`src/rtl/trap_ctrl_pkg.sv`:
```
// ---------------------------------------------------------------------------
// trap_ctrl_pkg
// Shared definitions for the machine-mode trap controller:
//   - CSR addresses written during trap entry / return
//   - exception and interrupt cause codes (the interrupt flag is the MSB)
//   - mstatus / mie bit positions
//   - trap sequencer state encoding
// ---------------------------------------------------------------------------
package trap_ctrl_pkg;

    // CSR addresses
    localparam logic [11:0] CSR_MSTATUS = 12'h300;
    localparam logic [11:0] CSR_MEPC    = 12'h341;
    localparam logic [11:0] CSR_MCAUSE  = 12'h342;

    // mstatus bit positions
    localparam int unsigned MSTATUS_MIE    = 3;
    localparam int unsigned MSTATUS_MPIE   = 7;
    localparam int unsigned MSTATUS_MPP_LO = 11;
    localparam int unsigned MSTATUS_MPP_HI = 12;

    // mie bit positions
    localparam int unsigned MIE_MSIE = 3;
    localparam int unsigned MIE_MTIE = 7;
    localparam int unsigned MIE_MEIE = 11;

    // mcause exception codes (interrupt flag clear)
    localparam logic [4:0] EXC_ILLEGAL    = 5'd2;
    localparam logic [4:0] EXC_BREAKPOINT = 5'd3;
    localparam logic [4:0] EXC_ECALL_M    = 5'd11;

    // mcause interrupt codes (interrupt flag set in the MSB of mcause)
    localparam logic [4:0] IRQ_M_SOFT  = 5'd3;
    localparam logic [4:0] IRQ_M_TIMER = 5'd7;
    localparam logic [4:0] IRQ_M_EXT   = 5'd11;

    // Trap sequencer states
    typedef enum logic [2:0] {
        ST_IDLE       = 3'd0,
        ST_WR_MSTATUS = 3'd1,
        ST_WR_MEPC    = 3'd2,
        ST_WR_MCAUSE  = 3'd3,
        ST_MRET_WR    = 3'd4,
        ST_ASSERT     = 3'd5
    } trap_state_e;

endpackage

```
`src/rtl/trap_prio_enc.sv`:
```
// ---------------------------------------------------------------------------
// trap_prio_enc
// Combinational priority encoder for trap requests seen in IDLE.
// Priority (highest first): illegal, ebreak, ecall, mret, external irq,
// software irq, timer irq. An interrupt only counts when its mie bit and the
// global mstatus.MIE bit are both set.
// Ports:
//   ecall_i/ebreak_i/illegal_i  decode-stage exception pulses
//   mret_i                      decode-stage mret
//   irq_ext_i/irq_tmr_i/irq_sw_i level interrupt requests
//   mie_i, mstatus_i            current CSR values
//   valid_o                     some request is present
//   cause_o                     mcause value for the winning trap
//   is_irq_o                    winner is an interrupt
//   is_mret_o                   winner is mret (cause_o is 0)
// ---------------------------------------------------------------------------
module trap_prio_enc
    import trap_ctrl_pkg::*;
#(
    parameter int unsigned DATA_WIDTH = 32
) (
    input  logic                  ecall_i,
    input  logic                  ebreak_i,
    input  logic                  illegal_i,
    input  logic                  mret_i,
    input  logic                  irq_ext_i,
    input  logic                  irq_tmr_i,
    input  logic                  irq_sw_i,
    input  logic [DATA_WIDTH-1:0] mie_i,
    input  logic [DATA_WIDTH-1:0] mstatus_i,
    output logic                  valid_o,
    output logic [DATA_WIDTH-1:0] cause_o,
    output logic                  is_irq_o,
    output logic                  is_mret_o
);

    logic       gie;
    logic       ext_en;
    logic       tmr_en;
    logic       sw_en;
    logic [4:0] code;
    logic       unused_status_bits;

    assign gie    = mstatus_i[MSTATUS_MIE];
    assign ext_en = irq_ext_i & mie_i[MIE_MEIE] & gie;
    assign tmr_en = irq_tmr_i & mie_i[MIE_MTIE] & gie;
    assign sw_en  = irq_sw_i  & mie_i[MIE_MSIE] & gie;

    // Only a few enable bits matter here.
    assign unused_status_bits = ^{mie_i, mstatus_i};

    always_comb begin
        valid_o   = 1'b0;
        is_irq_o  = 1'b0;
        is_mret_o = 1'b0;
        code      = 5'd0;
        if (illegal_i) begin
            valid_o = 1'b1;
            code    = EXC_ILLEGAL;
        end else if (ebreak_i) begin
            valid_o = 1'b1;
            code    = EXC_BREAKPOINT;
        end else if (ecall_i) begin
            valid_o = 1'b1;
            code    = EXC_ECALL_M;
        end else if (mret_i) begin
            valid_o   = 1'b1;
            is_mret_o = 1'b1;
        end else if (ext_en) begin
            valid_o  = 1'b1;
            is_irq_o = 1'b1;
            code     = IRQ_M_EXT;
        end else if (sw_en) begin
            valid_o  = 1'b1;
            is_irq_o = 1'b1;
            code     = IRQ_M_SOFT;
        end else if (tmr_en) begin
            valid_o  = 1'b1;
            is_irq_o = 1'b1;
            code     = IRQ_M_TIMER;
        end
        cause_o = {is_irq_o, {(DATA_WIDTH-6){1'b0}}, code};
    end

endmodule

```
`src/rtl/trap_ctrl.sv`:
```
// ---------------------------------------------------------------------------
// trap_ctrl
// Machine-mode trap/interrupt controller. Sequences trap entry
// (mstatus, mepc, mcause writes then a fetch redirect to mtvec) and mret
// (mstatus write then a redirect to mepc) through one CSR write port.
// Ports:
//   clk_i, rst_i         clock, asynchronous active-low reset
//   inst_addr_i          PC of the instruction in decode
//   ecall_i/ebreak_i/illegal_i/mret_i  decode-stage requests (pulses)
//   irq_ext_i/irq_tmr_i/irq_sw_i       level interrupt requests
//   mtvec_i/mepc_i/mstatus_i/mie_i     current CSR values
//   csr_we_o/csr_waddr_o/csr_wdata_o   CSR write port (addr/data 0 when idle)
//   hold_o               stall fetch/decode, block writeback CSR writes
//   int_assert_o         one-cycle redirect strobe
//   int_addr_o           redirect target
//   dbg_state_o          current sequencer state
// All outputs except hold_o are registered.
// ---------------------------------------------------------------------------
module trap_ctrl
    import trap_ctrl_pkg::*;
#(
    parameter int unsigned ADDR_WIDTH     = 32,
    parameter int unsigned DATA_WIDTH     = 32,
    parameter int unsigned CSR_ADDR_WIDTH = 12,
    parameter bit          VECTORED_EN    = 1'b1
) (
    input  logic                      clk_i,
    input  logic                      rst_i,
    input  logic [ADDR_WIDTH-1:0]     inst_addr_i,
    input  logic                      ecall_i,
    input  logic                      ebreak_i,
    input  logic                      illegal_i,
    input  logic                      mret_i,
    input  logic                      irq_ext_i,
    input  logic                      irq_tmr_i,
    input  logic                      irq_sw_i,
    input  logic [DATA_WIDTH-1:0]     mtvec_i,
    input  logic [DATA_WIDTH-1:0]     mepc_i,
    input  logic [DATA_WIDTH-1:0]     mstatus_i,
    input  logic [DATA_WIDTH-1:0]     mie_i,
    output logic                      csr_we_o,
    output logic [CSR_ADDR_WIDTH-1:0] csr_waddr_o,
    output logic [DATA_WIDTH-1:0]     csr_wdata_o,
    output logic                      hold_o,
    output logic                      int_assert_o,
    output logic [ADDR_WIDTH-1:0]     int_addr_o,
    output trap_state_e               dbg_state_o
);

    trap_state_e               state_q;
    logic [DATA_WIDTH-1:0]     cause_q;
    logic [ADDR_WIDTH-1:0]     pc_q;
    logic                      irq_q;
    logic                      csr_we_q;
    logic [CSR_ADDR_WIDTH-1:0] csr_waddr_q;
    logic [DATA_WIDTH-1:0]     csr_wdata_q;
    logic                      int_assert_q;
    logic [ADDR_WIDTH-1:0]     int_addr_q;

    logic                      req_valid;
    logic [DATA_WIDTH-1:0]     req_cause;
    logic                      req_is_irq;
    logic                      req_is_mret;

    logic [DATA_WIDTH-1:0]     mstatus_trap_d;
    logic [DATA_WIDTH-1:0]     mstatus_mret_d;
    logic [ADDR_WIDTH-1:0]     trap_target_d;
    logic [ADDR_WIDTH-1:0]     mret_target_d;
    logic                      unused_mepc_bits;

    trap_prio_enc #(
        .DATA_WIDTH (DATA_WIDTH)
    ) u_prio_enc (
        .ecall_i    (ecall_i),
        .ebreak_i   (ebreak_i),
        .illegal_i  (illegal_i),
        .mret_i     (mret_i),
        .irq_ext_i  (irq_ext_i),
        .irq_tmr_i  (irq_tmr_i),
        .irq_sw_i   (irq_sw_i),
        .mie_i      (mie_i),
        .mstatus_i  (mstatus_i),
        .valid_o    (req_valid),
        .cause_o    (req_cause),
        .is_irq_o   (req_is_irq),
        .is_mret_o  (req_is_mret)
    );

    // mstatus images: the first write of a sequence is prepared from the
    // live CSR value in the detect cycle so it can leave a register at T1.
    always_comb begin
        mstatus_trap_d = mstatus_i;
        mstatus_trap_d[MSTATUS_MPIE] = mstatus_i[MSTATUS_MIE];
        mstatus_trap_d[MSTATUS_MIE]  = 1'b0;
        mstatus_trap_d[MSTATUS_MPP_HI:MSTATUS_MPP_LO] = 2'b11;

        mstatus_mret_d = mstatus_i;
        mstatus_mret_d[MSTATUS_MIE]  = mstatus_i[MSTATUS_MPIE];
        mstatus_mret_d[MSTATUS_MPIE] = 1'b1;
        mstatus_mret_d[MSTATUS_MPP_HI:MSTATUS_MPP_LO] = 2'b00;
    end

    // Vectored mode only applies to interrupts; exceptions always go to base.
    always_comb begin
        trap_target_d = {mtvec_i[ADDR_WIDTH-1:2], 2'b00};
        if (VECTORED_EN && irq_q && (mtvec_i[1:0] == 2'b01)) begin
            trap_target_d = trap_target_d
                          + ADDR_WIDTH'({cause_q[DATA_WIDTH-2:0], 2'b00});
        end
    end

    assign mret_target_d    = {mepc_i[ADDR_WIDTH-1:2], 2'b00};
    assign unused_mepc_bits = ^mepc_i[1:0];

    always_ff @(posedge clk_i or negedge rst_i) begin
        if (!rst_i) begin
            state_q      <= ST_IDLE;
            cause_q      <= '0;
            pc_q         <= '0;
            irq_q        <= 1'b0;
            csr_we_q     <= 1'b0;
            csr_waddr_q  <= '0;
            csr_wdata_q  <= '0;
            int_assert_q <= 1'b0;
            int_addr_q   <= '0;
        end else begin
            // Write port and redirect strobe are single-cycle by default.
            csr_we_q     <= 1'b0;
            csr_waddr_q  <= '0;
            csr_wdata_q  <= '0;
            int_assert_q <= 1'b0;
            int_addr_q   <= '0;
            case (state_q)
                ST_IDLE: begin
                    if (req_valid) begin
                        csr_we_q    <= 1'b1;
                        csr_waddr_q <= CSR_ADDR_WIDTH'(CSR_MSTATUS);
                        if (req_is_mret) begin
                            state_q     <= ST_MRET_WR;
                            csr_wdata_q <= mstatus_mret_d;
                        end else begin
                            state_q     <= ST_WR_MSTATUS;
                            cause_q     <= req_cause;
                            pc_q        <= inst_addr_i;
                            irq_q       <= req_is_irq;
                            csr_wdata_q <= mstatus_trap_d;
                        end
                    end
                end
                ST_WR_MSTATUS: begin
                    state_q     <= ST_WR_MEPC;
                    csr_we_q    <= 1'b1;
                    csr_waddr_q <= CSR_ADDR_WIDTH'(CSR_MEPC);
                    csr_wdata_q <= DATA_WIDTH'(pc_q);
                end
                ST_WR_MEPC: begin
                    state_q     <= ST_WR_MCAUSE;
                    csr_we_q    <= 1'b1;
                    csr_waddr_q <= CSR_ADDR_WIDTH'(CSR_MCAUSE);
                    csr_wdata_q <= cause_q;
                end
                ST_WR_MCAUSE: begin
                    state_q      <= ST_ASSERT;
                    int_assert_q <= 1'b1;
                    int_addr_q   <= trap_target_d;
                end
                ST_MRET_WR: begin
                    state_q      <= ST_ASSERT;
                    int_assert_q <= 1'b1;
                    int_addr_q   <= mret_target_d;
                end
                ST_ASSERT: begin
                    state_q <= ST_IDLE;
                end
                default: begin
                    state_q <= ST_IDLE;
                end
            endcase
        end
    end

    // Reset gating keeps hold_o low while reset is applied even if a
    // request is sitting on the inputs.
    assign hold_o       = rst_i & ((state_q != ST_IDLE) | req_valid);
    assign csr_we_o     = csr_we_q;
    assign csr_waddr_o  = csr_waddr_q;
    assign csr_wdata_o  = csr_wdata_q;
    assign int_assert_o = int_assert_q;
    assign int_addr_o   = int_addr_q;
    assign dbg_state_o  = state_q;

endmodule

```
`config.mk`:
```
export PLATFORM = sky130hd
export DESIGN_NAME = trap_ctrl
export DESIGN_NICKNAME = d
export VERILOG_FILES = /design/src/rtl/trap_ctrl_pkg.sv /design/src/rtl/trap_prio_enc.sv /design/src/rtl/trap_ctrl.sv
export SDC_FILE = /design/constraint.sdc
export NUM_CORES = 1
export LEC_CHECK = 0
export ABC_AREA = 1
export BUFFER_PORTS_ARGS = -buffer_cell sky130_fd_sc_hd__clkbuf_2
export CAP_MARGIN = 20
export CORE_AREA = 2 2 132 108
export CTS_BUF_LIST = sky130_fd_sc_hd__clkbuf_8
export CTS_CLUSTER_DIAMETER = 80
export CTS_CLUSTER_SIZE = 24
export DETAILED_ROUTE_END_ITERATION = 10
export DIE_AREA = 0 0 134 110
export MAX_ROUTING_LAYER = met4
export PLACE_DENSITY = 0.7
export SYNTH_ARGS = -nofsm -noshare
export SYNTH_HDL_FRONTEND = slang
export SYNTH_SLANG_ARGS = --single-unit
```
`constraint.sdc`:
```
create_clock -name clk_i -period 4.2 [get_ports clk_i]
set_clock_uncertainty 0.05 [all_clocks]
set_input_delay 0 -clock clk_i [delete_from_list [all_inputs] [get_ports clk_i]]
set_output_delay 0 -clock clk_i [all_outputs]
set_load 0.01 [all_outputs]
```
==> results.cfg, run 1 <==
[outcome]
outcome = completed

[clocking]
clock_latency_ps = 370
cts_buffers = 9
clk_pin_slew_ps = 110
htreeDepth = 3
clockBufferDepth = 2
cts_tree = built
clock_sinks = 107
cts_resized = 0
root_buffer = clkbuf_8

[placed_design]
port_buffers = 208
place_congestion = 0.9369
dp.cells = 1005
dp_hpwl_mm = 11.09

[logic_synthesis]
yosysWarningCount = 0
synth_top_area_share_pct = 51.01
yosysUniqueCellTypes = 33
postSynthCellCount = 638
yosys.area.top_type = dfrtp_1
syn_area_per_cell_sq_um = 8.227
synthTopCellsByArea = dfrtp_1, nand2_1, nand3_1, a22o_1, inv_1
synth_common_cells = nand2_1, dfrtp_1, inv_1
synth.most_common_cell = nand2_1
syn-cell-area_sq_um = 5249
async_flop_share_pct = 100.0
synth_edf_count = 0
seq_area_frac_synth_pct = 51.01
synth.ff_latch_count = 107
ys.flop_type = dfrtp_1

[power_and_ir_drop]
p_leak_uw = 0.004275
peakVddDrop_mv = 0.2414
power.density_nw_per_um2 = 501.5

[global_routing]
grt_usage_pct = 23.51
met1_usage_pct = 30.75
antenna_found_initial = 0
grt_most_used_layer = met2
grt_start_max_net_pins = 63
first_global_vias = 5235
met3_usage_pct = 4.115
grt_util_met2_pct = 37.88
grt_pass1_wl_mm = 26.08
overflow = 0

[timing]
slew_headroom_pct = 35.13
finalSetupViolCount = 0
period_minus_slack_ps = 2870
rsz0062_at_grt = no
finalHoldViolCount = 0
min_period_over_period_pct = 68.33
slew_viol_final = 0
tightest_slew_ps = 971.9
fmax_mhz = 348.4
finalSetupTns_ps = 0

[setup_path]
worstPathMaxFanout = 5
critPathArrivalTime_ps = 3070
slowest_stage = dlygate4sd3_1
endpoint_kind = register
cp-start-kind = register
criticalPathCategory = register to register
worst_ep_required_time_ps = 4400
path_cells = ha_1 -> inv_1 -> fa_1 -> inv_1 -> nand3_1 -> nand2_1 -> nand3_1 -> nor2_1 -> nand3_1 -> nand3_1 -> nand2_1 -> dlygate4sd3_1
worst_path_most_repeated_cell = nand3_1
slowest_delay_ps = 540

[routing]
num_vias = 5427
drtAntennaViolNets = 0
wl_per_cell_um = 14.69
drt-pass1-iter-count = 6
wirelength_mm = 16.84
drc = 0
drt-initial-drc-count = 378
viasPerCell = 4.736

[floorplan]
core_area_sq_um = 13360
die_h_um = 110
num_rows = 38
start_util_pct = 39.29
ios = 251
die_w_um = 134
die_area_sq_um = 14740

[final_layout]
fin_nets = 1136
area_growth_pct = 48.39
antenna_cells = 0
layoutNonFillerInstCount = 1146
drive_above_1_share_pct = 26.60

[run]
maxCapViolCount = 0

[min_path]
hold_class = primary input to register
==> layout make-up <==
cell class / count / area (sq um)
Clock buffer: 9 / 123.9
Clock inverter: 6 / 48.80
Fill cell: 1196 / 5572
Inverter: 56 / 210.2
Multi-Input combinational cell: 452 / 2183
Sequential cell: 107 / 2678
Tap cell: 180 / 225.2
Timing Repair Buffer: 336 / 2320
==> per-stage QoR <==
stage	utilization (%)	worst slack, ps	cell area (sq um)	hold WS, ps	total power, uW
after CTS	58.30	1394	7789	6.604	3908
after floorplan	-	2399	5279	-345.6	2608
final	58.30	1330	7789	28.53	3906
after detailed placement	47.57	1897	6355	86.06	3124
after global routing	58.30	1141	7789	45.35	4200
after global placement	47.57	1908	6355	83.31	3090
==> critical path, delay by kind of cell, from the launching register on <==
family        cells  cell delay, ps
fa+ha+maj         2             570
buf+inv           3             670
flops             1             410
simple gates      7            1050
==> layer usage <==
layer  routed length, um  share of wire [%]
met3                 906                5.4
met1                7464                 44
met5                   0                  0
met2                8137                 48
met4                 327                1.9
==> kinds of logic (layout without fill, tap and decap cells) <==
group	Yosys count	after routing	synth area share (%)
simple gates	371	371	30.66
flops	107	107	51.01
buf+inv	87	407	8.081
compound gates	66	66	8.677
fa+ha+maj	5	5	1.335
other cells	1	9	0.07145
xor+xnor	1	1	0.1669
==> state kept, by name, summed over array words and instances (netlist names) <==
name,cells
csr_waddr_o,4
cause_q,4
pc_q,32
irq_q,1
int_assert_o,1
dbg_state_o,3
csr_wdata_o,32
int_addr_o,30
==> worst paths after layout <==
path	startpoint	cells past startpoint	slack, ps	endpoint
max in group asynchronous	rst_i	3	2780	cause_q[1]
min in group asynchronous	rst_i	2	220	int_addr_o[21]
max reg2reg	cause_q[0]	12	1330	int_addr_o[14]
min	ecall_i	6	30	dbg_state_o[2]
max	cause_q[0]	12	1330	int_addr_o[14]
min reg2reg	pc_q[0]	2	430	pc_q[0]
==> power breakdown <==
part	internal [uW]	leakage, uW	total, uW	switching, uW
sequential	1420	0.00139	1610	183
combinational	717	0.00281	1710	989
clock	220	0.0000840	595	375
==> timing repair <==
item | 4_1_cts | 5_1_grt
hold buffers | 126 | 0
hold endpoints to repair | 157 | 0
setup buffers | 0 | 0
==> placed cells by master, fill, tap and decap left out <==
cell type / Yosys / routed
a21oi_1: 6 / 6
a22o_1: 25 / 25
a31oi_1: 1 / 1
a32o_1: 1 / 1
and2_1: 3 / 3
buf_4: 13 / 3
clkbuf_2: 0 / 207
clkbuf_8: 0 / 9
clkinv_2: 0 / 1
clkinvlp_4: 0 / 2
conb_1: 1 / 9
dfrtp_1: 107 / 107
dlygate4sd3_1: 0 / 126
fa_1: 1 / 1
ha_1: 4 / 4
inv_1: 51 / 51
inv_2: 5 / 5
inv_6: 0 / 2
inv_8: 0 / 1
nand2_1: 236 / 236
nand2_2: 11 / 11
nand2_4: 1 / 1
nand3_1: 49 / 49
nand3_2: 1 / 1
nand4_1: 13 / 13
nor2_1: 41 / 41
nor2_2: 5 / 5
nor2_4: 3 / 3
nor2_8: 1 / 1
nor3_1: 2 / 2
nor3_2: 2 / 1
nor3_4: 0 / 1
o211ai_1: 5 / 5
o21ai_0: 21 / 21
o21ai_1: 2 / 2
o21bai_1: 5 / 5
or2_2: 3 / 3
xor2_1: 1 / 1
(Power assumes the default switching activity.)
==> inputs of run 2 (changes only) <==
- clock period: 4.2 -> 3 ns (I/O delays scaled with it)
==> run 2 against run 1 <==
  * Wire length is 0.33% higher
  * Final area rose by 0.84%
  * Sequential share of layout area fell by 0.28 points
  * Via count shrank 0.53%
  * Critical path depth is the same
  * Clock-buffer cell count unchanged
  * Combinational power up 40%
  * Fmax is 4.1% higher
  * Register-to-register slack got worse by 1100 ps
  * Flip-flop and latch count unchanged
  * First-iteration DRC count rose by 4.8%
  * Critical path type unchanged
==> results.cfg, run 2 (synthesis results as in run 1) <==
[outcome]
outcome = completed

[clocking]
postCtsSetupRepairBufs = 0
clock_latency_ps = 370
cts_tree = built
root_buffer = clkbuf_8
cts_hold_buf = 127
cts_buffers = 9
clockBufferDepth = 2
htreeDepth = 3
clock_sinks = 107
clk_pin_slew_ps = 100
cts_resized = 0

[min_path]
hold_end = int_addr_o[25]
min_from = mtvec_i[25]
hold_depth = 5
hold_class = primary input to register

[setup_path]
r2r_cells = 12
endpoint_kind = register
critPathArrivalTime_ps = 2970
cp-start-kind = register
rrSetupSlack_ps = 240
timing.rr.end = int_addr_o[14]
r2r_start = cause_q[0]
worst_ep_required_time_ps = 3210
criticalPathCategory = register to register
worstPathMaxFanout = 5

[timing]
finalHoldViolCount = 0
finalSetupTns_ps = 0
tightest_slew_ps = 780.7
finalSetupViolCount = 0
min_period_over_period_pct = 91.87
rsz0062_at_grt = no
fmax_mhz = 362.8
timing.hold.ws_ps = 37.10
slew_viol_final = 0
slew_headroom_pct = 47.87
period_minus_slack_ps = 2756

[final_layout]
drive_above_1_share_pct = 26.85
final_cell_mix = nand2_1, clkbuf_2, dlygate4sd3_1, dfrtp_1, inv_1
multiInputGateArea_sq_um = 2183
fin_nets = 1141
fillers = 1208
area_growth_pct = 49.63
final_common_cell = nand2_1
antenna_cells = 0
regArea_sq_um = 2678

[routing]
wirelength_mm = 16.89
drc = 0
drt-initial-drc-count = 396
num_vias = 5398
drt-pass1-iter-count = 6
wl_per_cell_um = 14.66
drtAntennaViolNets = 0
viasPerCell = 4.686

[placed_design]
port_buffers = 208
dp_hpwl_mm = 11.47
place_congestion = 0.9510

[floorplan]
ios = 251
start_util_pct = 39.29
die_w_um = 134
num_rows = 38
core_area_sq_um = 13360
die_area_sq_um = 14740
die_h_um = 110

[power_and_ir_drop]
power.density_nw_per_um2 = 701.8
p_leak_uw = 0.004313
peakVddDrop_mv = 0.3437

[global_routing]
overflow = 0
antenna_found_initial = 0
grt_usage_pct = 23.40
grt_pass1_wl_mm = 26.03
grt_start_max_net_pins = 72
first_global_vias = 5269

[run]
maxCapViolCount = 0
[run 2: how the worst max path moves through the flow]
stage,from,to,slack [ps],depth (start not counted)
global placement,cause_q[0],int_addr_o[20],870,11
floorplan,cause_q[0],int_addr_o[30],1200,11
finish,cause_q[0],int_addr_o[14],240,12
detailed placement,cause_q[0],int_addr_o[30],840,11
CTS,cause_q[0],int_addr_o[30],290,12
global route,cause_q[0],int_addr_o[14],60,12
[run 2: critical path, cell delays in order (launching register included)]
cell	delay, ps
dfrtp_1	390
ha_1	180
inv_1	60
fa_1	370
inv_1	90
nand3_1	70
nand2_1	90
nand3_1	90
nor2_1	400
nand3_1	120
nand3_1	130
nand2_1	60
dlygate4sd3_1	550
[run 2: power breakdown]
group | total, uW | switching [uW] | internal [uW]
logic | 2400 | 1390 | 1020
clock network | 858 | 539 | 319
registers | 2250 | 259 | 1990
total | 5510 | 2180 | 3330
[run 2: through the flow]
step | power, uW | area, sq um | util (%) | worst slack, ps | instances
4_1_cts | 5534 | 7854 | 58.78 | 288.2 | 1152
3_5_place_dp | 4402 | 6397 | 47.88 | 840.7 | 1009
2_1_floorplan | 3651 | 5279 | - | 1199 | 646
3_3_place_gp | 4345 | 6397 | 47.88 | 870.4 | 1009
5_1_grt | 5931 | 7854 | 58.78 | 64.04 | 1152
6_report | 5511 | 7854 | 58.78 | 243.9 | 1152
[run 2: cell type report]
| cell class | instances | share of cell area, % |
|---|---|---|
| sequential | 107 | 34.09 |
| timing repair buffer | 341 | 30.21 |
| multi-input combinational | 452 | 27.80 |
| tap | 180 | 2.868 |
| inverter | 56 | 2.676 |
| clock buffer | 9 | 1.577 |
| clock inverter | 7 | 0.7806 |
[run 2: per-layer routing]
layer  global-route usage (%)  up-vias  share of wire (%)
met2                    37.88      197                 47
met1                    30.43     2494                 45
met5                        -        -                  0
met3                    4.298       29                5.9
met4                    6.839        0                2.1
li1                         -     2678                  -
==> inputs of run 3 (changes only) <==
- CORE_AREA: 2 2 132 108 -> 2 2 163 133
- DIE_AREA: 0 0 134 110 -> 0 0 165 135
- PLACE_DENSITY: 0.7 -> 0.65
- SYNTH_HIERARCHICAL: not set -> 1
==> run 3 against run 2 <==
  * Final cell count grew 44%
  * Sequential power grew 40%
  * Sequential share of layout area decreased by 3.7 points
  * Die area increased by 51%
==> results.cfg, run 3 <==
[outcome]
outcome = completed

[logic_synthesis]
yosysUniqueCellTypes = 35
seq_area_frac_synth_pct = 41.33
synth_common_cells = nand2_1, dfrtp_1, inv_1
async_flop_share_pct = 100.0
synth_top_family_by_area = simple AND/OR/NAND/NOR gates
syn_area_per_cell_sq_um = 7.898
syn-cell-area_sq_um = 8174
postSynthCellCount = 1035
ys.flop_type = dfrtp_1
synth_compound_area_share_pct = 4.194
synthMuxAreaShare_pct = 10.24
synthTopCellsByArea = dfrtp_1, nand2_1, mux2_4, mux2_2, inv_1
synthXorXnorAreaFrac_pct = 1.500
synth.most_common_cell = nand2_1
yosys.area.top_type = dfrtp_1
synth_simple_gate_area_share_pct = 27.49
synth_edf_count = 0
yosysWarningCount = 6
synth_top_area_share_pct = 41.33
synthAdderAreaFrac_pct = 4.684
synth.ff_latch_count = 135

[timing]
period_minus_slack_ps = 2830
slew_headroom_pct = 39.78
finalSetupTns_ps = 0
fmax_mhz = 353.4
slew_viol_final = 0
timing.hold.ws_ps = 41.73
finalHoldViolCount = 0
min_period_over_period_pct = 94.33
layout_setup_ws_ps = 170.0
tightest_slew_ps = 901.2
rsz0062_at_grt = no
finalSetupViolCount = 0

[floorplan]
core_area_sq_um = 20520
num_rows = 47
die_w_um = 165
die_h_um = 135
die_area_sq_um = 22280
start_util_pct = 39.83
ios = 251

[routing]
drc = 0
drt-pass1-iter-count = 5
viasPerCell = 4.650
wirelength_mm = 23.66
drtAntennaViolNets = 0
num_vias = 7696
drt-initial-drc-count = 495
wl_per_cell_um = 14.30

[clocking]
postCtsSetupRepairBufs = 0
clk_pin_slew_ps = 80
clock_latency_ps = 440
htreeDepth = 4
clockBufferDepth = 2
cts_tree = built
cts_buffers = 17
clock_sinks = 135
root_buffer = clkbuf_8

[power_and_ir_drop]
p_leak_uw = 0.006137
peakVddDrop_mv = 0.6025
power.density_nw_per_um2 = 882.3

[placed_design]
place_congestion = 0.8770
preCtsSetupSlack_ps = 691.8
port_buffers = 208
dpl-instance-area_sq_um = 9385
dp_hpwl_mm = 17.01

[final_layout]
fin_nets = 1573
stdcell_area_sq_um = 11110
final_common_cell = nand2_1
antenna_cells = 0
final_cell_mix = nand2_1, clkbuf_2, dfrtp_1, dlygate4sd3_1, inv_1
area_growth_pct = 35.86
drive_above_1_share_pct = 24.31

[min_path]
hold_class = primary input to register
hold_depth = 5

[global_routing]
grt_start_max_net_pins = 61
grt_pass1_wl_mm = 37.33
overflow = 0
first_global_vias = 7488
grt_usage_pct = 22.35
antenna_found_initial = 0

[setup_path]
endpoint_kind = register
criticalPathCategory = register to register
slowest_stage = dlygate4sd3_1
worstPathMaxFanout = 4
cp-start-kind = register
path_cells = ha_1 -> fa_2 -> nand3_1 -> nand3_1 -> nand3_1 -> nand3_1 -> nand2_1 -> nand2_1 -> nand2_1 -> nand3_1 -> nand2_1 -> nand2_1 -> dlygate4sd3_1
worst_ep_required_time_ps = 3280
slowest_delay_ps = 540
r2r_cells = 13
critPathArrivalTime_ps = 3110

[run]
maxCapViolCount = 0
[run 3: area by class of cell]
class,instances,area (sq um)
well taps,269,336.6
clock buffers,17,234.0
clock inverters,14,152.6
multi-input cells,755,4094
inverters,113,424.2
repair buffers,352,2486
fillers,1922,9418
flip-flops and latches,135,3378
[run 3: where the power goes]
| group | total, uW | internal (uW) | switching, uW |
|---|---|---|---|
| clock network | 1530 | 743 | 783 |
| registers | 3150 | 2620 | 532 |
| logic | 5120 | 2280 | 2850 |
[run 3: layer usage]
metal	track usage [%]	vias up	routed length [um]
li1	-	3868	-
met1	29.06	3561	10740
met2	35.95	247	11140
met3	4.545	20	1489
met4	5.266	0	284
met5	-	-	0
[run 3: kinds of logic after synthesis]
group / Yosys count
compound gates: 65
xor+xnor: 14
fa+ha+maj: 30
buf+inv: 179
flops: 135
mux: 65
other cells: 2
simple gates: 545
[run 3: final timing paths]
| check | startpoint | to | slack [ps] |
|---|---|---|---|
| min in group asynchronous | rst_i | int_addr_o[14] | 50 |
| worst min register to register | pc_q[1] | csr_wdata_o[1] | 440 |
| max in group asynchronous | rst_i | csr_wdata_o[14] | 2010 |
| worst max-delay path | cause_q[0] | int_addr_o[30] | 170 |
| worst min-delay path | mie_i[7] | csr_waddr_o[8] | 40 |
| worst max register to register | cause_q[0] | int_addr_o[30] | 170 |
[run 3: repair_timing]
item                                    CTS  global route
hold buffers                            133             0
endpoints found under the setup margin    0             2
hold endpoints to repair                153             0
resized for setup                         0             1
[run 3: metrics by stage]
| step | std cells | utilization (%) | total power [uW] |
|---|---|---|---|
| 6_report | 1655 | 54.11 | 9798 |
| 5_1_grt | 1655 | 54.11 | 10640 |
| 4_1_cts | 1655 | 54.10 | 9858 |
| 3_5_place_dp | 1491 | 45.73 | 7997 |
| 3_3_place_gp | 1491 | 45.73 | 7920 |
| 2_1_floorplan | 1069 | - | 6509 |
[run 3: worst max-delay path, delay by kind of cell, from the launching register on]
kind / cells / cell delay [ps]
flops: 1 / 420
buf+inv: 1 / 540
simple gates: 10 / 1050
fa+ha+maj: 2 / 640
